<file path="config.mk">
export PLATFORM = sky130hd
export DESIGN_NAME = led_bit_encoder
export DESIGN_NICKNAME = d
export VERILOG_FILES = /design/src/rtl/led_bit_encoder.sv
export SDC_FILE = /design/constraint.sdc
export NUM_CORES = 1
export LEC_CHECK = 0
export ABC_AREA = 1
export BUFFER_PORTS_ARGS = -buffer_cell sky130_fd_sc_hd__clkbuf_2
export CAP_MARGIN = 40
export CORE_AREA = 2 2 63 80
export DETAILED_ROUTE_END_ITERATION = 6
export DIE_AREA = 0 0 65 82
export GPL_TIMING_DRIVEN = 0
export PLACE_DENSITY = 0.65
export SLEW_MARGIN = 10
export SYNTH_ARGS = -nofsm -noshare
export SYNTH_HDL_FRONTEND = slang
export SYNTH_SLANG_ARGS = --single-unit
</file>
<file path="constraint.sdc">
create_clock -name clk_50Mhz -period 3.2 [get_ports clk_50Mhz]
set_clock_uncertainty 0.1 [all_clocks]
set_input_delay 0 -clock clk_50Mhz [delete_from_list [all_inputs] [get_ports clk_50Mhz]]
set_output_delay 0 -clock clk_50Mhz [all_outputs]
set_load 0.01 [all_outputs]
</file>
<file path="src/rtl/led_bit_encoder.sv">
// WS2812-style single-wire bit encoder: turns write0/write1/reset strobes into timed dout waveforms.
// Optional macro LED_BIT_COUNT_EN adds a saturating count of data bits sent since the last latch code.
module led_bit_encoder #(
    parameter int unsigned T0H   = 20,
    parameter int unsigned T0L   = 42,
    parameter int unsigned T1H   = 40,
    parameter int unsigned T1L   = 22,
    parameter int unsigned T_RST = 2500
) (
    input  logic        clk_50Mhz,
    input  logic        rst_n,
    input  logic        write0,
    input  logic        write1,
    input  logic        reset,
    output logic        ready,
    output logic        dout,
    output logic        cmd_err,
    output logic [15:0] bit_count
);

    localparam logic [15:0] T0H_M1   = 16'(T0H - 1);
    localparam logic [15:0] T0L_M1   = 16'(T0L - 1);
    localparam logic [15:0] T1H_M1   = 16'(T1H - 1);
    localparam logic [15:0] T1L_M1   = 16'(T1L - 1);
    localparam logic [15:0] T_RST_M1 = 16'(T_RST - 1);

    typedef enum logic [1:0] {
        IDLE = 2'd0,
        HIGH = 2'd1,
        LOW  = 2'd2,
        RST  = 2'd3
    } state_t;

    state_t      state_r;
    logic [15:0] count_r;
    logic        bit_sel_r;
    logic        dout_r;
    logic        ready_r;
    logic        err_r;
    logic        w0_hist_r;
    logic        w1_hist_r;
    logic        rst_hist_r;

    logic        new_w0_s;
    logic        new_w1_s;
    logic        new_rst_s;
    logic        multi_s;

    // Rising-edge detection against last cycle's strobe levels
    always_comb begin
        new_w0_s  = write0 & ~w0_hist_r;
        new_w1_s  = write1 & ~w1_hist_r;
        new_rst_s = reset  & ~rst_hist_r;
        multi_s   = (new_w0_s & new_w1_s) | (new_w0_s & new_rst_s) | (new_w1_s & new_rst_s);
    end

    // Strobe history, updated every cycle regardless of state
    always_ff @(posedge clk_50Mhz or negedge rst_n) begin
        if (!rst_n) begin
            w0_hist_r  <= 1'b0;
            w1_hist_r  <= 1'b0;
            rst_hist_r <= 1'b0;
        end else begin
            w0_hist_r  <= write0;
            w1_hist_r  <= write1;
            rst_hist_r <= reset;
        end
    end

    // Waveform FSM; dout/ready/cmd_err are registered alongside the state
    always_ff @(posedge clk_50Mhz or negedge rst_n) begin
        if (!rst_n) begin
            state_r   <= IDLE;
            count_r   <= 16'd0;
            bit_sel_r <= 1'b0;
            dout_r    <= 1'b0;
            ready_r   <= 1'b1;
            err_r     <= 1'b0;
        end else begin
            err_r <= 1'b0;
            case (state_r)
                IDLE: begin
                    if (new_rst_s) begin
                        state_r <= RST;
                        count_r <= T_RST_M1;
                        dout_r  <= 1'b0;
                        ready_r <= 1'b0;
                        err_r   <= multi_s;
                    end else if (new_w1_s) begin
                        state_r   <= HIGH;
                        count_r   <= T1H_M1;
                        bit_sel_r <= 1'b1;
                        dout_r    <= 1'b1;
                        ready_r   <= 1'b0;
                        err_r     <= multi_s;
                    end else if (new_w0_s) begin
                        state_r   <= HIGH;
                        count_r   <= T0H_M1;
                        bit_sel_r <= 1'b0;
                        dout_r    <= 1'b1;
                        ready_r   <= 1'b0;
                    end else begin
                        dout_r  <= 1'b0;
                        ready_r <= 1'b1;
                    end
                end
                HIGH: begin
                    if (count_r == 16'd0) begin
                        state_r <= LOW;
                        count_r <= bit_sel_r ? T1L_M1 : T0L_M1;
                        dout_r  <= 1'b0;
                    end else begin
                        count_r <= count_r - 16'd1;
                    end
                end
                LOW, RST: begin
                    if (count_r == 16'd0) begin
                        state_r <= IDLE;
                        ready_r <= 1'b1;
                    end else begin
                        count_r <= count_r - 16'd1;
                    end
                end
                default: begin
                    state_r <= IDLE;
                    count_r <= 16'd0;
                    dout_r  <= 1'b0;
                    ready_r <= 1'b1;
                end
            endcase
        end
    end

    assign dout    = dout_r;
    assign ready   = ready_r;
    assign cmd_err = err_r;

`ifdef LED_BIT_COUNT_EN
    logic [15:0] bit_cnt_r;

    // Count completed data bits; a completed latch code clears the count
    always_ff @(posedge clk_50Mhz or negedge rst_n) begin
        if (!rst_n) begin
            bit_cnt_r <= 16'd0;
        end else if (state_r == LOW && count_r == 16'd0 && bit_cnt_r != 16'hFFFF) begin
            bit_cnt_r <= bit_cnt_r + 16'd1;
        end else if (state_r == RST && count_r == 16'd0) begin
            bit_cnt_r <= 16'd0;
        end else begin
            bit_cnt_r <= bit_cnt_r;
        end
    end

    assign bit_count = bit_cnt_r;
`else
    assign bit_count = 16'd0;
`endif

endmodule

</file>
---- After elaboration in Yosys (flattened, before gate mapping) ----
Cells that the tools add are included.
storage, ports and cells
  output and inout port bits .............. 19
  input bits .............................. 5
  word-level logic and storage cells ...... 68
  flip-flop bits (word level) ............. 25
cells by class
  equality and inequality tests ........... 7
  multiplexer cells ....................... 28
  add/sub/neg operators ................... 1
  bitwise operators ....................... 12
  reduce and logical (&&, ||, !) cells .... 11
operator list
  kind                                                                    count
  16-bit 2-to-1 mux                                                       5
  16-bit case mux with 3 select lines                                     1
  16-bit zero test                                                        1
  16-bit by 1-bit subtractor with 16-bit output (second input constant)   1
  1-bit 2-to-1 mux                                                        13
  2-bit 2-to-1 mux                                                        5
  1-bit AND                                                               6
  6-bit 2-to-1 mux                                                        1
  2-bit != test (second input constant)                                   3
  2-bit case mux with 3 select lines                                      1
  2-bit AND reduction                                                     3
  3-bit AND reduction                                                     2
  2-bit nonzero test                                                      3
  2-bit equality test (second input constant)                             2
  4-bit != test (second input constant)                                   1
  1-bit inverter                                                          4
  1-bit case mux with 2 select lines                                      2
  2-bit by 1-bit equality test with 1-bit output (second input constant)  1
  2-bit zero test                                                         1
  1-bit bitwise OR                                                        2
  2-bit OR reduction                                                      1

---- Logic depth before layout (Yosys ltp) ----
  depth in word-level cells ............... 8
  gate-level depth with buffers ........... 11
  depth with buffers taken out ............ 11

---- Least setup slack after synthesis ----
No wires, ideal clock.
  path type ............................... register to register
  from .................................... register count_r[0]
  to ...................................... register count_r[8]
  data arrival time ....................... 1.421 ns
  setup time .............................. 0.123 ns
  period minus slack after synthesis ...... 1.644 ns
  setup slack ............................. 1.556 ns
  cell stages (with the launch flop) ...... 11
  buffers on the path ..................... 1
  data required time ...................... 2.977 ns
  cell sequence ........................... dfrtp_1 -> inv_1 -> ha_1 -> nand2_1 -> nor2_4 -> nand3_4 -> nand2_4 -> inv_4 -> buf_6 -> nor2_1 -> a21oi_1
between the ends
  word-level cells in the longest chain between the ends .. 3
  elaborated cells between the ends (all ways) .. 7
  those cells by class .................... 1 x add/sub; 1 x eq/ne; 3 x mux; 2 x reduce/logical
RTL lines
  what                                                                                      RTL line  text
  from (decl)                                                                               35        logic [15:0] count_r;
  from (signal assigned)                                                                    110       count_r <= bit_sel_r ? T1L_M1 : T0L_M1;
  from (signal assigned)                                                                    113       count_r <= count_r - 16'd1;
  from (signal assigned)                                                                    121       count_r <= count_r - 16'd1;
  16-bit by 1-bit subtractor with 16-bit output / 16-bit zero test (equally long branches)  -
  16-bit 2-to-1 mux (tied with other cells)                                                 117       if (count_r == 16'd0) begin
  16-bit case mux with 3 select lines / 2-bit AND reduction (equally long branches)         -
Several ways; a longest one is shown, not always the timed one. The select of a mux whose other input is x is not followed.
A chain may end at the register's enable or synchronous reset.

---- Worst setup path in the final report ----
  from .................................... register count_r[0]
  to ...................................... register count_r[1]
The elaborated chain is that of the path after synthesis.

==> out/qor.csv <==
metric;value;unit
grt_start_max_net_pins;26;
synth_edf_count;0;
async_reset_ff_frac;1.00;
worst_ep_required_time;3.26;ns
grt.total_usage;0.156;
whs;0.168;ns
portBuffers;7;
diodes;0;
drt_iter0_drc;29;
first_pass_iters;4;
leakage;0.00107;µW
status;finished clean;
synth_top_family_by_area;simple AND/OR/NAND/NOR gates;
cts_tree;built;
netlist_top_cells_area;dfrtp_1 (34%), nand2_1 (15%), nor2_1 (8.9%);
ys_ff_latch;25;
critPathLaunch;count_r[0]$_DFFE_PN0P_;
clk_latency;0.28;ns
synthAdderAreaFrac;0.0142;
reg2regPathDepth;10;
setup_viol;0;
cp_top_family;simple AND/OR/NAND/NOR gates;
ys_seq_area_frac;0.355;
finish.net_count;296;
cts.clk_slew.worst_paths;0.10;ns
reg2reg_slack;1.31;ns
drv_slew;0;
place.gp.congestion;0.875;
finalCritPeriodShare;0.591;
setup_tns;0;ns
fin_crit;1.89;ns
synth.cell_area;1770;µm²
clk_path_buf_depth;2;
h-tree-depth;1;
syn_inst;258;
relSlewSlack;0.569;
vias;1621;
dp_hpwl;3.02;mm
cts_setup_buffers;0;
grt_pass1_vias;1466;
r2r-end;count_r[1]$_DFFE_PN0P_;
synth.top_cell.area_share;0.340;
crit_end;count_r[1]$_DFFE_PN0P_;
cp_num_cells;10;
grt_pass1_wl;6.38;mm
die_area;5330;µm²
ys_warn_count;0;
slowest_delay;0.40;ns
path_buf_inv;3;
synthFlopType;dfrtp_1;
routed_wl;3.92;mm
synth.area.mux_share;0;
yosys.cell_types.count;30;
yosysTopAreaCell;dfrtp_1;
arrival;1.95;ns
drc;0;
rsz0062_at_grt;false;
criticalPathCategory;flop to flop;
die_h;82;µm
worstPathCellList;inv_1, ha_1, nand2_1, nor2_4, nand3_4, nand2_4, inv_4, buf_6, nand2_2, nand3_1;
synth_compound_area_frac;0.0502;
synth_simple_gate_area_share;0.415;
avgSynthCellArea;6.85;µm²
root_buffer;clkbuf_8;
start_kind;flop;
cts-buffers-inserted;3;
io_pins;24;
max_slew.worst_pin.slew;0.646;ns
viasPerCell;4.66;
nFillCells;492;
gr-total-overflow;0;
syn_to_final_growth;14.4;%
peakVddDrop;0.201;mV
wl_per_cell;11.3;µm
r2r-start;count_r[0]$_DFFE_PN0P_;
pwr_density_cell;280;nW/µm²
hold_path_class;input port to async pin;
cp_max_fo;10;
core;4590;µm²
initial_utilization;0.385;
antenna_left;0;
drv_cap;0;
antenna_found_initial;0;
hold_viol_final;0;
max_freq;0.529;GHz
cts.sinks;25;
row_count;28;
die_x;65;µm
drive_gt1_frac;0.167;
cpMaxStageDelayCell;dfrtp_1;
synthXorXnorAreaFrac;0.0149;
setup.worst_path.end_class;flop;
==> per-layer routing <==
metal	routed length, µm	GRT usage
met5	0	0
met4	42	0.0553
met3	174	0.0178
met2	2100	0.298
met1	1600	0.177
==> cells in the mapped netlist, types with 2 or more instances <==
master    instances
nand4_1           6
nand2_2           2
inv_4             2
nand2_1          73
dfrtp_1          24
or2_2             2
ha_1              2
nand3_1          22
xor2_1            2
buf_4            17
nor2_4            3
o21ai_0           4
o21ai_1           3
inv_1            29
o21bai_1          2
nor2_1           42
nor2_2            4
nand2_4           3
a21oi_1           5
==> area by class of cell <==
type                    instances  area, µm²  area share
inverters                      32        125      0.0618
clock buffers                   3       41.3      0.0204
well taps                      60       75.1      0.0371
clock inverters                 1       7.51     0.00371
repair buffers                 11       75.1      0.0371
flip-flops and latches         25        627       0.310
plain buffers                  18        139      0.0686
multi-input cells             198        933       0.461
==> what timing repair did <==
item	CTS	global route
gates resized for setup	0	0
hold buffers	4	0
hold endpoints to repair	28	0
==> worst reg2reg max path, stage by stage (launching register included) <==
cell and delay, ns:
dfrtp_1 0.40, inv_1 0.16, ha_1 0.21, nand2_1 0.09, nor2_4 0.16, nand3_4 0.13
nand2_4 0.16, inv_4 0.07, buf_6 0.15, nand2_2 0.07, nand3_1 0.07
==> worst min path at each step <==
| stage | slack [ns] | endpoint | from | depth (start not counted) |
|---|---|---|---|---|
| 6_report | 0.17 | w1_hist_r$_DFF_PN0_ | rst_n | 2 |
| 3_5_place_dp | -0.03 | count_r[3]$_DFFE_PN0P_ | rst_n | 1 |
| 5_1_grt | 0.24 | w1_hist_r$_DFF_PN0_ | rst_n | 2 |
| 2_1_floorplan | -0.40 | bit_sel_r$_DFFE_PN0P_ | rst_n | 0 |
| 4_1_cts | 0.21 | count_r[9]$_DFFE_PN0P_ | rst_n | 2 |
| 3_3_place_gp | -0.04 | state_r[1]$_DFFE_PN0P_ | rst_n | 1 |
==> state kept, by name (all words and copies together), names as in the netlist <==
register / count
bit_sel_r: 1
dout: 1
ready: 1
w1_hist_r: 1
w0_hist_r: 1
count_r: 16
rst_hist_r: 1
cmd_err: 1
state_r: 2
==> cell families (layout without fill, tap and decap cells) <==
kind of cell,after synthesis,count (layout)
AOI/OAI and AO/OA,16,16
xor gates and xnor gates,3,3
adders and majority gates,2,2
buffers and inverters,50,65
DFF,25,25
other,1,16
and+or+nand+nor,161,161
==> report_power, final <==
group	internal, µW	switching [µW]	total (µW)
Combinational	20.3	24.0	44.3
Clock	88.5	113	202
Sequential	319	0.939	320
==> through the flow <==
| stage | instance area (µm²) | setup slack (ns) | total power [µW] | utilization | instances |
|---|---|---|---|---|---|
| 4_1_cts | 2020 | 1.29 | 572 | 0.441 | 348 |
| 6_report | 2020 | 1.31 | 566 | 0.441 | 348 |
| 2_1_floorplan | 1820 | 1.56 | 356 | - | 273 |
| 3_5_place_dp | 1930 | 1.33 | 367 | 0.421 | 340 |
| 5_1_grt | 2020 | 1.16 | 588 | 0.441 | 348 |
| 3_3_place_gp | 1930 | 1.32 | 367 | 0.421 | 340 |
==> cells in the final DEF, fill, tap and decap left out, types with 5 or more instances in the layout <==
cell type   n
nor2_1     42
clkbuf_2    7
nand3_1    22
a21oi_1     5
buf_4      17
conb_1     16
nand2_1    73
nand4_1     6
inv_1      29
dfrtp_1    24
(Power assumes the default switching activity.)
